===== config.mk =====
export PLATFORM = sky130hd
export DESIGN_NAME = ascii_uart_tx_flat
export DESIGN_NICKNAME = d
export VERILOG_FILES = /design/src/rtl/ascii_uart_tx_pkg.sv /design/src/rtl/ascii_uart_tx_if.sv /design/src/rtl/ascii_uart_tx_uart_tx_byte.sv /design/src/rtl/ascii_uart_tx.sv /design/src/flat_wrapper.sv
export SDC_FILE = /design/constraint.sdc
export NUM_CORES = 1
export LEC_CHECK = 0
export CAP_MARGIN = 15
export CORE_ASPECT_RATIO = 0.7
export CORE_MARGIN = 10
export CORE_UTILIZATION = 44
export CTS_CLUSTER_SIZE = 14
export DETAILED_ROUTE_END_ITERATION = 8
export PLACE_DENSITY = 0.66
export SLEW_MARGIN = 0
export SYNTH_ARGS = -nofsm -noshare
export SYNTH_HDL_FRONTEND = slang
export SYNTH_SLANG_ARGS = --single-unit

===== constraint.sdc =====
create_clock -name clock -period 4.4 [get_ports clock]
set_clock_uncertainty 0.1 [all_clocks]
set_input_delay 0.88 -clock clock [delete_from_list [all_inputs] [get_ports clock]]
set_output_delay 0.88 -clock clock [all_outputs]
set_load 0.02 [all_outputs]

===== src/rtl/ascii_uart_tx_pkg.sv =====
// Shared definitions for the ASCII UART transmitter slice.
//   ASCII_CR / ASCII_LF : line terminator bytes appended after the digits
//   ASCII_OFFSET        : '0' code point, for producers that build digits
//   ST_*                : serialiser FSM state encoding
//   digits_t            : latched tens/ones digit pair
//   clks_per_bit()      : baud divider derived from clock and line rate
package ascii_uart_tx_pkg;

    localparam logic [7:0] ASCII_CR     = 8'h0D;
    localparam logic [7:0] ASCII_LF     = 8'h0A;
    localparam int         ASCII_OFFSET = 48;

    localparam logic [1:0] ST_IDLE  = 2'd0;
    localparam logic [1:0] ST_START = 2'd1;
    localparam logic [1:0] ST_DATA  = 2'd2;
    localparam logic [1:0] ST_STOP  = 2'd3;

    typedef struct packed {
        logic [7:0] d10;
        logic [7:0] d1;
    } digits_t;

    function automatic int clks_per_bit(input int clk_hz, input int baud);
        return clk_hz / baud;
    endfunction

endpackage


===== src/rtl/ascii_uart_tx_if.sv =====
// Request/status bundle between a digit producer and ascii_uart_tx.
//   start   : single-cycle send request
//   d10/d1  : ASCII tens / ones digit
//   busy    : message in flight
//   done    : one-cycle pulse when the last stop bit completes
//   tx      : UART serial line (idle high)
// master = producer side, slave = transmitter side.
interface ascii_uart_tx_if;
    logic       start;
    logic [7:0] d10;
    logic [7:0] d1;
    logic       busy;
    logic       done;
    logic       tx;

    modport master (output start, d10, d1, input  busy, done, tx);
    modport slave  (input  start, d10, d1, output busy, done, tx);
endinterface


===== src/rtl/ascii_uart_tx_uart_tx_byte.sv =====
// 8N1 byte serialiser, LSB first, registered tx output.
//   clock, reset_n : clock and synchronous active-low reset
//   valid/data     : byte offered by the sequencer
//   ready          : byte accepted on this edge when valid is also high;
//                    high in IDLE and in the final cycle of a stop bit so
//                    back-to-back bytes have no idle gap
//   tx             : serial line
module uart_tx_byte
    import ascii_uart_tx_pkg::*;
#(
    parameter int CLKS_PER_BIT = 16
) (
    input  logic       clock,
    input  logic       reset_n,
    input  logic       valid,
    input  logic [7:0] data,
    output logic       ready,
    output logic       tx
);

    localparam int             CW       = (CLKS_PER_BIT > 2) ? $clog2(CLKS_PER_BIT) : 1;
    localparam logic [CW-1:0]  LAST_CNT = CW'(CLKS_PER_BIT - 1);

    logic [1:0]    state;
    logic [CW-1:0] baud_cnt;
    logic [2:0]    bit_idx;
    logic [7:0]    shreg;
    logic          bit_end;

    assign bit_end = (baud_cnt == LAST_CNT);
    assign ready   = (state == ST_IDLE) || ((state == ST_STOP) && bit_end);

    always_ff @(posedge clock) begin
        if (!reset_n) begin
            state    <= ST_IDLE;
            baud_cnt <= '0;
            bit_idx  <= '0;
            shreg    <= '0;
            tx       <= 1'b1;
        end else if (ready && valid) begin
            // Start bit goes out on the same edge the byte is taken.
            state    <= ST_START;
            shreg    <= data;
            baud_cnt <= '0;
            bit_idx  <= '0;
            tx       <= 1'b0;
        end else begin
            case (state)
                ST_IDLE: ;
                ST_START: begin
                    if (bit_end) begin
                        baud_cnt <= '0;
                        state    <= ST_DATA;
                        tx       <= shreg[0];
                    end else begin
                        baud_cnt <= baud_cnt + CW'(1);
                    end
                end
                ST_DATA: begin
                    if (bit_end) begin
                        baud_cnt <= '0;
                        if (bit_idx == 3'd7) begin
                            state   <= ST_STOP;
                            bit_idx <= '0;
                            tx      <= 1'b1;
                        end else begin
                            // tx takes the bit that lands in shreg[0] next.
                            bit_idx <= bit_idx + 3'd1;
                            shreg   <= {1'b0, shreg[7:1]};
                            tx      <= shreg[1];
                        end
                    end else begin
                        baud_cnt <= baud_cnt + CW'(1);
                    end
                end
                ST_STOP: begin
                    if (bit_end) begin
                        baud_cnt <= '0;
                        state    <= ST_IDLE;
                    end else begin
                        baud_cnt <= baud_cnt + CW'(1);
                    end
                end
                default: state <= ST_IDLE;
            endcase
        end
    end

endmodule


===== src/rtl/ascii_uart_tx.sv =====
// Message sequencer: on an accepted start, latches the two ASCII digits and
// streams d10, d1 (then CR, LF when SEND_CRLF=1) through uart_tx_byte.
//   clock, reset_n : clock and synchronous active-low reset
//   bus (slave)    : start/d10/d1 in, busy/done/tx out
module ascii_uart_tx
    import ascii_uart_tx_pkg::*;
#(
    parameter int CLK_HZ    = 27000000,
    parameter int BAUD      = 115200,
    parameter bit SEND_CRLF = 1'b1
) (
    input  logic           clock,
    input  logic           reset_n,
    ascii_uart_tx_if.slave bus
);

    localparam int         CLKS_PER_BIT = clks_per_bit(CLK_HZ, BAUD);
    localparam logic [1:0] LAST_BYTE    = SEND_CRLF ? 2'd3 : 2'd1;

    digits_t    dig_q;
    logic [1:0] byte_idx;
    logic [1:0] next_idx;
    logic       busy_q;
    logic       done_q;
    logic       byte_valid;
    logic       byte_ready;
    logic [7:0] byte_data;
    logic [7:0] next_byte;
    logic       tx_line;

    assign next_idx = byte_idx + 2'd1;

    // While idle the first byte is fed straight from the inputs so the start
    // bit appears one cycle after start; later bytes come from the buffer.
    always_comb begin
        next_byte = dig_q.d1;
        case (next_idx)
            2'd2:    next_byte = ASCII_CR;
            2'd3:    next_byte = ASCII_LF;
            default: ;
        endcase
        byte_valid = bus.start;
        byte_data  = bus.d10;
        if (busy_q) begin
            byte_valid = (byte_idx != LAST_BYTE);
            byte_data  = next_byte;
        end
    end

    always_ff @(posedge clock) begin
        if (!reset_n) begin
            dig_q    <= '0;
            byte_idx <= '0;
            busy_q   <= 1'b0;
            done_q   <= 1'b0;
        end else begin
            done_q <= 1'b0;
            if (!busy_q) begin
                if (bus.start) begin
                    busy_q   <= 1'b1;
                    dig_q    <= '{d10: bus.d10, d1: bus.d1};
                    byte_idx <= '0;
                end
            end else if (byte_ready) begin
                // byte_ready while busy means a stop bit just finished.
                if (byte_idx == LAST_BYTE) begin
                    busy_q   <= 1'b0;
                    done_q   <= 1'b1;
                    byte_idx <= '0;
                end else begin
                    byte_idx <= next_idx;
                end
            end
        end
    end

    uart_tx_byte #(.CLKS_PER_BIT(CLKS_PER_BIT)) u_byte (
        .clock   (clock),
        .reset_n (reset_n),
        .valid   (byte_valid),
        .data    (byte_data),
        .ready   (byte_ready),
        .tx      (tx_line)
    );

    assign bus.busy = busy_q;
    assign bus.done = done_q;
    assign bus.tx   = tx_line;

endmodule

===== src/flat_wrapper.sv =====
// flat-port wrapper written by rule: the top's interface ports become plain ports
module ascii_uart_tx_flat import ascii_uart_tx_pkg::*;
#(
    parameter int CLK_HZ    = 27000000,
    parameter int BAUD      = 115200,
    parameter bit SEND_CRLF = 1'b1
)
  (clock, reset_n, bus_start, bus_d10, bus_d1, bus_busy, bus_done, bus_tx);
  ascii_uart_tx_if bus_i ();
  input  logic clock;
  input  logic reset_n;
  input wire logic [$bits(bus_i.start)-1:0] bus_start;
  input wire logic [$bits(bus_i.d10)-1:0] bus_d10;
  input wire logic [$bits(bus_i.d1)-1:0] bus_d1;
  output wire logic [$bits(bus_i.busy)-1:0] bus_busy;
  output wire logic [$bits(bus_i.done)-1:0] bus_done;
  output wire logic [$bits(bus_i.tx)-1:0] bus_tx;
  assign bus_i.start = bus_start;
  assign bus_i.d10 = bus_d10;
  assign bus_i.d1 = bus_d1;
  assign bus_busy = bus_i.busy;
  assign bus_done = bus_i.done;
  assign bus_tx = bus_i.tx;
  ascii_uart_tx #(.CLK_HZ(CLK_HZ), .BAUD(BAUD), .SEND_CRLF(SEND_CRLF)) u_core (.clock(clock), .reset_n(reset_n), .bus(bus_i));
endmodule

# Yosys cells after proc, flatten, opt, wreduce, memory -nomap -nowiden
# Cells that the tools add are included.
# totals
word_cells,83
in_bits,19
register_bits,34
out_inout_bits,3
# classes
bitwise_logic,2
mux,29
n_eq_ne,19
n_addsub,3
reduce_logical,20
# op_table
op,n
2-to-1 mux 8 bit,6
2-to-1 mux 2 bit,8
case mux 8 bit (2 select lines),1
"inequality test 2 bit, second input constant",7
2-to-1 mux 1 bit,11
"== test 2 bit, second input constant",5
AND reduction 5 bit,2
"inequality test 3 bit, second input constant",3
AND reduction 3 bit,3
"adder 8 x 1 -> 8 bit, second input constant",1
"== test 8 bit, second input constant",1
case mux 2 bit (3 select lines),1
AND reduction 2 bit,3
nonzero test 2 bit,3
nonzero test 3 bit,2
nonzero test 4 bit,1
"adder 3 x 1 -> 3 bit, second input constant",1
"== test 3 bit, second input constant",1
2-to-1 mux 3 bit,1
"inequality test 3 x 2 -> 1 bit, second input constant",1
OR reduction 3 bit,1
"adder 2 x 1 -> 2 bit, second input constant",1
"== test 2 x 1 -> 1 bit, second input constant",1
logical AND 1 bit,2
5 further kinds,6

# Logic depth before layout (Yosys ltp)
# depth
word_depth,6
mapped_depth,7
ltp_nobuf,6

# Cells and area by module
# Synthesis repeated with hierarchy kept, for this count alone.
# hier_totals
cells_unflattened,202
hier_area_um2,1820.5
# by_module_without_submodules
mod,area_per_inst_um2,seq_area_each_um2,n_inst,cells_each
uart_tx_byte,1181.1,440.4,1,128
ascii_uart_tx,639.4,240.2,1,74

# Least setup slack after synthesis
# No wires, ideal clock.
# synth_timing
kind,input -> register
from,in bus_start
to,reg u_core.u_byte.state[0]
path_stages,5
t_arrival_ns,1.791
slack_ns,2.389
required_ns,4.180
path_cell_list,nor2_1 > a21o_1 > clkbuf_1 > nor2_1 > o31a_1
# synth_between
elab_chain_len,4
# synth_lines
element,line_no,text
from (decl),flat_wrapper.sv:12,input wire logic [$bits(bus_i.start)-1:0] bus_start;
2-to-1 mux 1 bit (*),ascii_uart_tx.sv:44,if (busy_q) begin
logical AND 1 bit (*),ascii_uart_tx_uart_tx_byte.sv:40,end else if (ready && valid) begin
"inequality test 3 bit (no line), or another cell as far along",n/a,
AND reduction 5 bit (no line),n/a,
to (signal assigned),ascii_uart_tx_uart_tx_byte.sv:35,state <= ST_IDLE;
to (signal assigned),ascii_uart_tx_uart_tx_byte.sv:42,state <= ST_START;
to (signal assigned),ascii_uart_tx_uart_tx_byte.sv:53,state <= ST_DATA;
to (decl),ascii_uart_tx_uart_tx_byte.sv:24,logic [1:0] state;
# Mark *: on every way between the ends. The rest lies on a longest branch, timed or not.
# A chain may end at the register's enable or synchronous reset.

# Final worst setup path
# layout_timing
from,reg u_core.busy_q (netlist: u_core.bus.busy)
to,out bus_busy
# layout_lines
element,line_no,text
from (decl),ascii_uart_tx.sv:23,logic busy_q;
from (signal assigned),ascii_uart_tx.sv:54,busy_q <= 1'b0;
from (signal assigned),ascii_uart_tx.sv:60,busy_q <= 1'b1;
from (signal assigned),ascii_uart_tx.sv:67,busy_q <= 1'b0;
to (decl),flat_wrapper.sv:15,output wire logic [$bits(bus_i.busy)-1:0] bus_busy;
# No word-level cell between the ends.

==> flow_summary.toml <==
[place]
place_hpwl_mm = 2.891
place.gp.congestion = 0.8538
placed_cells = 262
port_buffers = 21

[clocking]
post-cts-setup-buffers = 0
numCtsBuffers = 5
clkTransAtPathRegs_ns = 0.07
root_buffer = "clkbuf_8"
cts_tree = "built"
post_cts_resized = 0
cts_hold_buf = 0
cts_num_sinks = 34
worst_skew_pair.late_latency_ns = 0.28
clock_path_buffers = 2
htreeDepth = 2

[logic_synthesis]
synth_compound_area_frac = 0.1564
yosys.area_share.simple = 0.2173
ys_async_sr_fraction = 0
synthAdderAreaFrac = 0.07077
synthFlopType = "dfxtp_1"
yosysUniqueCellTypes = 40
synth_most_common_cell = "dfxtp_1"
seq_area_frac_synth = 0.3850
synth_area_leader_cell = "dfxtp_1"
synth_common_cells = "dfxtp_1 (34), nor2_1 (24), mux2i_1 (17)"
synth_nets = 230
synth-edff-count = 0
synth_top_cell_area_share = 0.3850
synth_cells = 201
syn_avg_cell_area_sq_um = 8.796
syn_area_sq_um = 1768
synth_top_family_by_area = "simple AND/OR/NAND/NOR gates"
synth-seq-cells = 34
synthXorXnorAreaFrac = 0.03468
yosys_warnings = 0
ys_top_cells_by_area = "dfxtp_1 (38%), mux2i_1 (9.6%), ha_1 (7.1%)"
synth_mux_area_frac = 0.09625

[setup_path]
cp_data_arrival_time_ns = 1.74
start_kind = "register"
worstPathRequired_ns = 3.42
path_class = "register to primary output"
r2r-start = "u_core.u_byte.baud_cnt[1]"
cp_num_buf_inv = 1
critPathMaxFanout = 20
cpPeakStageDelay_ns = 0.73
cp.depth = 1
end_kind = "primary output"
worstReg2RegEnd = "u_core.u_byte.state[0]"
critical-path-top-delay-family = "flip-flops"
cp-endpoint = "bus_busy"
r2r_cells = 7
startpoint = "u_core.bus.busy"
rrSetupSlack_ns = 2.09
crit_slowest_cell = "dfxtp_1"
cp_cell_sequence = "clkdlybuf4s50_1"

[layout]
antenna_cells = 0
nets = 247
syn_to_final_growth_pct = 18.33
n_fill_cell = 375
drive_gt1_frac = 0.06393
stdcell_count = 271

[sta]
hold_viol = 0
fmax_ghz = 0.3672
finalSetupTns_ns = 0
tightest_slew_ns = 0.9036
period_share = 0.6190
slew_headroom = 0.3963
period_minus_slack_ns = 2.723
setup_viol = 0
grt_setup_unrepaired = "no"
drv_slew = 0

[drt]
wl_per_cell_microns = 14.32
num_vias = 1425
ant_nets = 0
drc = 0
wl_mm = 3.882
drt-initial-drc-count = 81
via_per_inst = 5.258
drt-pass1-iter-count = 4

[floorplan]
rows = 19
dieArea_sq_um = 6994
core_area_sq_um = 3899
die_w_microns = 95.77
initial_core_util = 0.4535
die_h_microns = 73.04
io_pins = 22

[status]
status = "completed"

[power_and_ir_drop]
p_comb_frac = 0.165
leakage_nw = 0.7898
power_density_nw_per_um2 = 330.2
p_seq_frac = 0.495
p_int_mw = 0.5078
switching_share = 0.2649
clock_power_share = 0.340
switchingPower_mw = 0.1830
ir_worst_vdd_v = 0.0001680

[worst_hold_path]
min_path_type = "register to register"
holdPathStages = 2

[grt]
grt_overflow = 0
grt_max_degree = 27
antenna_found_initial = 0
track_usage = 0.1166
grt_pass1_vias = 1345
grt_pass1_wl_mm = 6.479

[job]
cap_viol_max_count = 0
## worst min-delay path by stage
stage                               endpoint                     start  slack [ns]
floorplan           u_core.u_byte.bit_idx[1]  u_core.u_byte.bit_idx[1]        0.34
global placement    u_core.u_byte.bit_idx[2]  u_core.u_byte.bit_idx[2]        0.35
detailed placement  u_core.u_byte.bit_idx[1]  u_core.u_byte.bit_idx[1]        0.37
CTS                 u_core.u_byte.bit_idx[1]  u_core.u_byte.bit_idx[1]        0.38
global route        u_core.u_byte.bit_idx[1]  u_core.u_byte.bit_idx[1]        0.40
finish              u_core.u_byte.bit_idx[1]  u_core.u_byte.bit_idx[1]        0.38
## final cells by class
| class | instances | area [sq um] | share of cell area |
|---|---|---|---|
| clock buffers | 7 | 86.33 | 0.04127 |
| clock inverters | 1 | 5.005 | 0.002392 |
| inverters | 6 | 22.52 | 0.01077 |
| multi-input cells | 149 | 1017 | 0.4862 |
| flip-flops and latches | 34 | 680.7 | 0.3254 |
| well taps | 52 | 65.06 | 0.03110 |
| repair buffers | 22 | 215.2 | 0.1029 |
## cells in the final DEF, fill, tap and decap left out, types with 2 or more instances in the layout
cell type,Yosys,routed
ha_1,10,10
or2_2,2,2
nand2_1,16,16
nor3_1,4,4
xnor2_1,4,4
nand2b_1,4,4
a31oi_1,3,3
a21oi_1,14,14
o31ai_1,6,6
nand3_1,5,5
dfxtp_1,34,34
nor2b_1,11,11
mux2i_1,17,17
clkdlybuf4s50_1,0,21
inv_1,6,6
o2bb2ai_1,3,3
clkbuf_8,0,6
xor2_1,3,3
o21ai_1,2,2
nand4b_1,2,2
o22ai_1,2,2
nor2_1,24,24
## flip-flops by register name, summed over array words and instances (netlist names)
name,count
u_core.u_byte.bit_idx,3
u_core.byte_idx,2
u_core.u_byte.baud_cnt,8
u_core.u_byte.tx,1
u_core.u_byte.shreg,8
u_core.bus.done,1
u_core.bus.busy,1
u_core.dig_q,8
u_core.u_byte.state,2
## logic make-up after synthesis
group                      after synthesis
AOI/OAI and AO/OA                       41
xor gates and xnor gates                 7
adders and majority gates               10
buffers and inverters                   18
DFF                                     34
muxes                                   17
and+or+nand+nor                         74
## metal layers
metal  routed length (microns)  track usage  up-vias
met2                      1685       0.1649       23
met5                         0            0        -
li1                          -            -      736
met1                      1991       0.1602      661
met3                       160      0.03905        5
met4                        44      0.03915        0
## power groups by stage
stage                     combinational [mW]  sequential [mW]  clock, mW
after detailed placement               0.112            0.349          0
after global placement                 0.109            0.348          0
after floorplan                       0.0784            0.344          0
after CTS                              0.112            0.342      0.240
after global routing                   0.128            0.345      0.257
final                                  0.114            0.342      0.235
## metrics by stage
stage | instance area [sq um] | setup WS [ns] | hold WS, ns | util | total power [mW]
global placement | 1996 | 1.760 | 0.3489 | 0.5119 | 0.4567
global route | 2092 | 1.548 | 0.4015 | 0.5366 | 0.7292
detailed placement | 1996 | 1.684 | 0.3678 | 0.5119 | 0.4607
CTS | 2087 | 1.676 | 0.3771 | 0.5353 | 0.6941
floorplan | 1768 | 2.389 | 0.3400 | - | 0.4227
finish | 2092 | 1.677 | 0.3795 | 0.5366 | 0.6907
No activity file was read; power rests on OpenSTA's default activity.
